## src/rtl/decode_pkg.sv

```systemverilog
// Shared definitions for the index decoder slice: default widths, the index
// type and the binary-to-one-hot helper.
package decode_pkg;

    localparam int unsigned IDX_W_DEF = 3;
    localparam int unsigned OUT_W_DEF = 8;

    // Widest decode the helper supports; callers truncate to their own width.
    localparam int unsigned MAX_IDX_W = 6;
    localparam int unsigned MAX_OUT_W = 64;

    typedef logic [IDX_W_DEF-1:0] idx_t;

    function automatic logic [MAX_OUT_W-1:0] onehot_of(input logic [MAX_IDX_W-1:0] idx);
        onehot_of = MAX_OUT_W'(1) << idx;
    endfunction

endpackage

```

## src/rtl/idx_fifo.sv

```systemverilog
// Small index FIFO with occupancy count. Pointers wrap naturally modulo DEPTH
// (power of two). With INDEX_DECODER_COALESCE_EN defined it also reports
// whether a candidate index matches any occupied entry.
module idx_fifo #(
    parameter int unsigned DEPTH = 4,
    parameter int unsigned W     = 3
) (
    input  logic                       clk,
    input  logic                       reset,
    input  logic                       push,
    input  logic                       pop,
    input  logic [W-1:0]               din,
    output logic [W-1:0]               dout,
    output logic [$clog2(DEPTH):0]     level,
    output logic                       full,
    output logic                       empty
`ifdef INDEX_DECODER_COALESCE_EN
    ,
    input  logic [W-1:0]               cmp_idx,
    output logic                       hit
`endif
);

    localparam int unsigned PW = $clog2(DEPTH);
    localparam int unsigned LW = PW + 1;

    logic [W-1:0]  mem [DEPTH];
    logic [PW-1:0] wr_ptr;
    logic [PW-1:0] rd_ptr;
    logic [LW-1:0] count;

    assign dout  = mem[rd_ptr];
    assign level = count;
    assign full  = (count == LW'(DEPTH));
    assign empty = (count == '0);

    // Storage, pointers and occupancy count.
    always_ff @(posedge clk or posedge reset) begin
        if (reset) begin
            wr_ptr <= '0;
            rd_ptr <= '0;
            count  <= '0;
            for (int unsigned i = 0; i < DEPTH; i++) begin
                mem[i] <= '0;
            end
        end else begin
            if (push) begin
                mem[wr_ptr] <= din;
                wr_ptr      <= wr_ptr + 1'b1;
            end
            if (pop) begin
                rd_ptr <= rd_ptr + 1'b1;
            end
            if (push && !pop) begin
                count <= count + 1'b1;
            end else if (pop && !push) begin
                count <= count - 1'b1;
            end
        end
    end

`ifdef INDEX_DECODER_COALESCE_EN
    logic [PW-1:0] offset [DEPTH];

    // Distance of each slot from the head; a slot is occupied when that
    // distance is below the current count.
    always_comb begin
        for (int unsigned i = 0; i < DEPTH; i++) begin
            offset[i] = PW'(i) - rd_ptr;
        end
    end

    // Match the candidate index against every occupied slot.
    always_comb begin
        hit = 1'b0;
        for (int unsigned i = 0; i < DEPTH; i++) begin
            if (({1'b0, offset[i]} < count) && (mem[i] == cmp_idx)) begin
                hit = 1'b1;
            end
        end
    end
`endif

endmodule

```

## src/rtl/index_decoder_dispatch.sv

```systemverilog
// Binary index -> registered one-hot strobe dispatcher. Indices enter over
// valid/ready, queue in idx_fifo and are presented one at a time, each held
// until acknowledged. Total capacity is DEPTH FIFO entries plus the output
// register. Optional INDEX_DECODER_COALESCE_EN drops indices already pending
// and counts them on dropped_cnt.
module index_decoder_dispatch
    import decode_pkg::*;
#(
    parameter int unsigned IDX_W = IDX_W_DEF,
    parameter int unsigned OUT_W = OUT_W_DEF,
    parameter int unsigned DEPTH = 4
) (
    input  logic                       clk,
    input  logic                       reset,
    input  logic                       in_valid,
    input  logic [IDX_W-1:0]           in_idx,
    output logic                       in_ready,
    input  logic                       enable,
    output logic                       out_valid,
    output logic [OUT_W-1:0]           out_onehot,
    input  logic                       out_ack,
    output logic [$clog2(DEPTH):0]     level
`ifdef INDEX_DECODER_COALESCE_EN
    ,
    output logic [7:0]                 dropped_cnt
`endif
);

    logic [IDX_W-1:0] fifo_head;
    logic             fifo_full;
    logic             fifo_empty;
    logic             xfer;
    logic             dup;
    logic             store;
    logic             consumed;
    logic             load_en;
    logic             bypass;
    logic             push;
    logic             pop;
    logic [IDX_W-1:0] load_idx;
    logic             out_valid_r;
    logic [OUT_W-1:0] out_onehot_r;

    // in_ready depends on state only (level != DEPTH).
    assign in_ready = !fifo_full;
    assign xfer     = in_valid && in_ready;
    assign consumed = out_valid_r && out_ack && enable;
    assign load_en  = enable && (!out_valid_r || consumed);

`ifdef INDEX_DECODER_COALESCE_EN
    logic [IDX_W-1:0] out_idx_r;
    logic             fifo_hit;

    assign dup = xfer && ((out_valid_r && (in_idx == out_idx_r)) || fifo_hit);
`else
    assign dup = 1'b0;
`endif

    // FIFO head has priority; the incoming index only bypasses into the
    // output register when the FIFO is empty.
    assign store    = xfer && !dup;
    assign pop      = load_en && !fifo_empty;
    assign bypass   = load_en && fifo_empty && store;
    assign push     = store && !bypass;
    assign load_idx = pop ? fifo_head : in_idx;

    idx_fifo #(
        .DEPTH (DEPTH),
        .W     (IDX_W)
    ) u_fifo (
        .clk     (clk),
        .reset   (reset),
        .push    (push),
        .pop     (pop),
        .din     (in_idx),
        .dout    (fifo_head),
        .level   (level),
        .full    (fifo_full),
        .empty   (fifo_empty)
`ifdef INDEX_DECODER_COALESCE_EN
        ,
        .cmp_idx (in_idx),
        .hit     (fifo_hit)
`endif
    );

    // Output register: load a new strobe, or clear after consumption.
    always_ff @(posedge clk or posedge reset) begin
        if (reset) begin
            out_valid_r  <= 1'b0;
            out_onehot_r <= '0;
        end else if (pop || bypass) begin
            out_valid_r  <= 1'b1;
            out_onehot_r <= OUT_W'(onehot_of(MAX_IDX_W'(load_idx)));
        end else if (consumed) begin
            out_valid_r  <= 1'b0;
            out_onehot_r <= '0;
        end
    end

    // enable gates the visible outputs but leaves the register untouched.
    assign out_valid  = out_valid_r && enable;
    assign out_onehot = enable ? out_onehot_r : '0;

`ifdef INDEX_DECODER_COALESCE_EN
    // Binary copy of the presented index for duplicate detection.
    always_ff @(posedge clk or posedge reset) begin
        if (reset) begin
            out_idx_r <= '0;
        end else if (pop || bypass) begin
            out_idx_r <= load_idx;
        end
    end

    // Saturating count of coalesced indices.
    always_ff @(posedge clk or posedge reset) begin
        if (reset) begin
            dropped_cnt <= '0;
        end else if (dup && (dropped_cnt != 8'hFF)) begin
            dropped_cnt <= dropped_cnt + 1'b1;
        end
    end
`endif

endmodule

```

## config.mk

```make
export PLATFORM = sky130hd
export DESIGN_NAME = index_decoder_dispatch
export DESIGN_NICKNAME = d
export VERILOG_FILES = /design/src/rtl/decode_pkg.sv /design/src/rtl/idx_fifo.sv /design/src/rtl/index_decoder_dispatch.sv
export SDC_FILE = /design/constraint.sdc
export NUM_CORES = 1
export LEC_CHECK = 0
export ABC_AREA = 1
export BUFFER_PORTS_ARGS = -buffer_cell sky130_fd_sc_hd__buf_4
export CORE_ASPECT_RATIO = 1.1
export CORE_MARGIN = 4
export CORE_UTILIZATION = 46
export DETAILED_ROUTE_END_ITERATION = 16
export MAX_ROUTING_LAYER = met4
export PLACE_DENSITY = 0.66
export RECOVER_POWER = 25
export REMOVE_ABC_BUFFERS = 1
export SLEW_MARGIN = 20
export SYNTH_ARGS = -nofsm -noshare
export SYNTH_HDL_FRONTEND = slang
export SYNTH_HIERARCHICAL = 1
export SYNTH_SLANG_ARGS = --single-unit
```

## constraint.sdc

```tcl
create_clock -name clk -period 4.9 [get_ports clk]
set_clock_uncertainty 0.1 [all_clocks]
set_input_delay 0.735 -clock clk [delete_from_list [all_inputs] [get_ports clk]]
set_output_delay 0.735 -clock clk [all_outputs]
set_load 0.03 [all_outputs]
```

* Word level (Yosys, flattened, before mapping)
Index checks and enable logic that the tools add are counted.
Operators by class: reductions and logical operators 23, multiplexer cells 14, add/sub/neg operators 4, bitwise operators 2, eq/ne operators 1, order comparisons 3, shift-type cells 1
Operator list (count):
- two-way mux 8 bit | 3
- two-way mux 3 bit | 6
- bitwise mux 12 bit | 1
- logical AND 1 bit | 12
- left shift 1 x 3 -> 8 bit (first input constant) | 1
- binary-select mux 3 bit (select 2 bit) | 1
- demux 3 bit (select 2 bit) | 1
- >= comparator 3 bit (second input constant) | 2
- logical NOT 1 bit | 6
- NOT 2 -> 3 bit | 2
- adder 2 x 1 -> 2 bit (second input constant) | 2
- nonzero test 2 bit | 2
- adder 3 x 1 -> 3 bit (second input constant) | 1
- equality test 3 bit (second input constant) | 1
- logical NOT 3 bit | 1
- less-than comparator 3 x 1 -> 1 bit (second input constant) | 1
- subtractor 3 x 1 -> 3 bit (second input constant) | 1
- logical OR 1 bit | 2
- two-way mux 1 bit | 2
Word-level totals: register bits 28, output and inout bits 13, logic and storage cells 57

* Longest topological paths before layout
depth in word-level cells 12, depth in mapped cells 14

* Modules after synthesis
The synthesis kept the hierarchy.
By module, submodules not included:
- idx_fifo | cells an instance 105, area an instance 927.1 µm², sequential area each 475.5 µm², times used 1
- index_decoder_dispatch | cells an instance 96, area an instance 639.4 µm², sequential area each 225.2 µm², times used 1

* Worst setup path after synthesis
No wires, ideal clock.
path type in2reg, start point input port enable, end point register u_fifo.count[2] (netlist: u_fifo/level[2]), data required time 4682 ps, data arrival time 2439 ps, setup time 118 ps, stages on the path 11, setup slack 2243 ps, cell sequence buf_6 inv_4 a21oi_4 a21boi_0 ha_1 inv_1 fa_1 nand2_1 nand3_1 nand2_1 nand2_1
Between the ends: longest elaborated chain between the ends 10
Ends and longest elaborated chain:
- start: declaration | line index_decoder_dispatch.sv:18 | input logic enable,
- logical AND 1 bit | line index_decoder_dispatch.sv:47 | assign consumed = out_valid_r && out_ack && enable;
- logical OR 1 bit | line index_decoder_dispatch.sv:48 | assign load_en = enable && (!out_valid_r || consumed);
- logical AND 1 bit (*) | line index_decoder_dispatch.sv:48
- logical AND 1 bit (*) (2 in series) | line index_decoder_dispatch.sv:63 | assign bypass = load_en && fifo_empty && store;
- logical NOT 1 bit (*) | line index_decoder_dispatch.sv:64 | assign push = store && !bypass;
- logical AND 1 bit (*) | line index_decoder_dispatch.sv:64
- net push | line index_decoder_dispatch.sv:38 | logic push;
- logical NOT 1 bit | line idx_fifo.sv:56 | end else if (pop && !push) begin
- logical AND 1 bit | line idx_fifo.sv:56
- nonzero test 2 bit (no line)
- end signal: assignment | line idx_fifo.sv:55 | count <= count + 1'b1;
- end signal: assignment | line idx_fifo.sv:57 | count <= count - 1'b1;
- end: declaration | line idx_fifo.sv:30 | logic [LW-1:0] count;
Mark *: on every way through the listed nets, which the timed path passes. The rest lies on a longest branch. A chain may end at the register's enable or synchronous reset.

* Worst setup path in the final report
start point register u_fifo.count[0] (netlist: u_fifo/level[0]), end point register u_fifo.count[2] (netlist: u_fifo/level[2])
Between the ends: longest elaborated chain between the ends 9
Ends and longest elaborated chain:
- equality test 3 bit (*) | line idx_fifo.sv:34 | assign full = (count == LW'(DEPTH));
- net fifo_full | line index_decoder_dispatch.sv:30 | logic fifo_full;
- logical NOT 1 bit (*) | line index_decoder_dispatch.sv:45 | assign in_ready = !fifo_full;
- logical AND 1 bit (*) | line index_decoder_dispatch.sv:46 | assign xfer = in_valid && in_ready;
- logical AND 1 bit | line index_decoder_dispatch.sv:63
- logical NOT 1 bit | line index_decoder_dispatch.sv:64
- logical AND 1 bit (*) | line index_decoder_dispatch.sv:64
- net push | line index_decoder_dispatch.sv:38
- logical NOT 1 bit | line idx_fifo.sv:56
- logical AND 1 bit | line idx_fifo.sv:56
- nonzero test 2 bit (no line)
Mark *: on every way through the listed nets, which the timed path passes. The rest lies on a longest branch. The select of a mux whose other input is x is not followed.

==> flow_summary.json <==
{
  "final_layout_size_suffix_gt1_share_pct": 14.4,
  "numCtsBuffers": 3,
  "post_cts_buffers": 0,
  "cts_resized": 0,
  "grt_pass1_vias": 1284,
  "die_h_um": 69.2,
  "hpwl_mm": 2.37,
  "num_antenna_cells": 0,
  "worstHoldPathType": "primary input to async pin",
  "final.min_clock_period_ns": 2.73,
  "status": "completed",
  "worstMarginPinSlew_ns": 0.827,
  "grt.overflow.total": 0,
  "clk_latency_ns": 0.33,
  "seq_area_frac_synth_pct": 44.7,
  "critPathKind": "flop to flop",
  "vias_per_cell": 5.00,
  "antenna_found_initial": 0,
  "synth.top_cells.by_area": "dfrtp_1 (45%), nand2_1 (17%), inv_1 (8.6%)",
  "grt_max_degree": 20,
  "rsz0062_at_grt": "false",
  "finalSetupViolCount": 0,
  "dp_cells": 252,
  "crit_buf_inv": 1,
  "cp_cell_sequence": "nor3_1, nor2_1, a21boi_0, ha_1, inv_1, fa_1, nand2_1, nand3_1, nand2_1, nand2_1",
  "cp.required_ns": 5.03,
  "rrSetupSlack_ns": 2.17,
  "cp-endpoint": "u_fifo/level[2]",
  "initial_core_util_pct": 49.7,
  "clk_transition_reported_paths_ns": 0.15,
  "layout_commonest_cell": "nand2_1",
  "layout_common_cells": "nand2_1 (73), inv_1 (36), dfrtp_1 (28)",
  "clock_path_buffers": 2,
  "syn-cell-area_um2": 1570,
  "fillers": 298,
  "crit_cells": 10,
  "cp_max_fo": 8,
  "dr.pass1.iters": 4,
  "synth_warnings": 6,
  "coreArea_um2": 3150,
  "path_delay_family": "compound AO/OA/AOI/OAI gates",
  "synthesis.instances": 201,
  "slew_violations": 0,
  "syn2layout_area_growth_pct": 12.5,
  "fmax_mhz": 366,
  "yosysTopAreaCell": "dfrtp_1",
  "final_nets": 237,
  "cts-root-buf": "clkbuf_4",
  "power_density_nw_per_um2": 585,
  "dieArea_um2": 4400,
  "cp-end-kind": "flop",
  "pin_count": 21,
  "p_leak_nw": 1.04,
  "finalCritPeriodShare_pct": 55.7,
  "arrival_ns": 2.86,
  "core.rowCount": 21,
  "ir_worst_vdd_mv": 0.239,
  "finalHoldViolCount": 0,
  "antenna_left": 0,
  "wirelength_mm": 3.02,
  "synth.top_cell.area_share_pct": 44.7,
  "cts.sinks": 28,
  "r2r-end": "u_fifo/level[2]",
  "hold_slack_ns": 0.252,
  "io_buffers": 20,
  "worstReg2RegStart": "u_fifo/level[0]",
  "route.vias.total": 1280,
  "cts_htree_levels": 1,
  "fp.dieW_um": 63.6,
  "cpPeakStageDelay_ns": 0.70,
  "ys_types": 25,
  "reg2reg_depth": 10,
  "drt_iter0_markers": 78,
  "finalSetupTns_ns": 0,
  "grt_util_all_layers_pct": 15.2,
  "cts_tree": "yes",
  "avgSynthCellArea_um2": 7.79,
  "crit_start": "u_fifo/level[0]",
  "fin_cells": 256,
  "wl_per_cell_um": 11.8,
  "critPathMostFrequentCell": "nand2_1",
  "max-cap-violations": 0,
  "gp_congestion": 0.793,
  "max-slew-margin-rel_pct": 44.3,
  "drc": 0,
  "crit_path_start_kind": "flop",
  "slowest_stage": "a21boi_0",
  "grt_pass1_wl_mm": 5.37,
  "ys_ff_latch": 28,
  "holdBufCountCts": 0
}
## how the worst min path moves through the flow
stage / end / slack [ns]
2_1_floorplan: u_fifo/mem[0] / 0.35
3_3_place_gp: u_fifo/mem[8] / 0.37
3_5_place_dp: u_fifo/mem[10] / 0.38
4_1_cts: out_onehot_r[6] / 0.26
5_1_grt: out_onehot_r[5] / 0.28
6_report: out_onehot_r[6] / 0.25
## layer usage
layer / GRT usage, % / routed length (um)
met5: - / 0
met3: 2.43 / 91
met1: 17.1 / 1340
met4: 4.08 / 13
met2: 27.6 / 1570
## registers in the layout, summed over array words and instances (netlist names)
| register | cells |
|---|---|
| u_fifo/level | 3 |
| u_fifo/rd_ptr | 2 |
| u_fifo/wr_ptr | 2 |
| out_onehot_r | 8 |
| u_fifo/mem | 12 |
| out_valid_r | 1 |
## metrics by stage
step | instance area (um^2) | utilization [%] | total power (W) | setup slack, ns
2_1_floorplan | 1530 | - | 0.000782 | 2.28
3_3_place_gp | 1730 | 54.8 | 0.000900 | 2.07
3_5_place_dp | 1730 | 54.8 | 0.000923 | 1.91
4_1_cts | 1760 | 55.9 | 0.00104 | 2.17
5_1_grt | 1760 | 55.9 | 0.00113 | 1.90
6_report | 1760 | 55.9 | 0.00103 | 2.17
## logic make-up (layout without fill, tap and decap cells)
kind of cell,after synthesis,count (layout),synth area share [%]
adders and majority gates,6,6,5.27
buffers and inverters,41,62,11.3
and+or+nand+nor,100,100,27.3
xor gates and xnor gates,4,4,2.24
DFF,28,28,44.7
AOI/OAI and AO/OA,22,22,9.11
## power by group
group          switching (W)  internal, W  leakage [nW]
logic               0.000306     0.000186         0.665
clock network      0.0000679    0.0000455        0.0210
registers          0.0000923     0.000333         0.353
total               0.000467     0.000564          1.04
## area by class of cell
class / count / area (um^2) / share of cell area [%]
flip-flops and latches: 28 / 701 / 39.7
well taps: 34 / 42.5 / 2.41
clock buffers: 4 / 36.3 / 2.06
multi-input cells: 132 / 688 / 39.0
repair buffers: 20 / 150 / 8.52
inverters: 38 / 145 / 8.23
## synth_stat cells
| master | n |
|---|---|
| nor2_1 | 5 |
| dfrtp_1 | 28 |
| a21boi_0 | 1 |
| ha_1 | 5 |
| nand3b_1 | 2 |
| nor3_1 | 2 |
| buf_4 | 1 |
| o21ai_0 | 13 |
| inv_4 | 1 |
| clkbuf_8 | 1 |
| nand4_1 | 1 |
| o211ai_1 | 6 |
| nor2_8 | 1 |
| nand2_1 | 73 |
| xnor2_1 | 1 |
| buf_6 | 1 |
| nand3_1 | 13 |
| a21oi_4 | 1 |
| inv_2 | 1 |
| fa_1 | 1 |
| xor2_1 | 3 |
| nand2_2 | 2 |
| inv_1 | 36 |
| nor2_2 | 1 |
| o21ai_2 | 1 |
(Power assumes the default switching activity.)
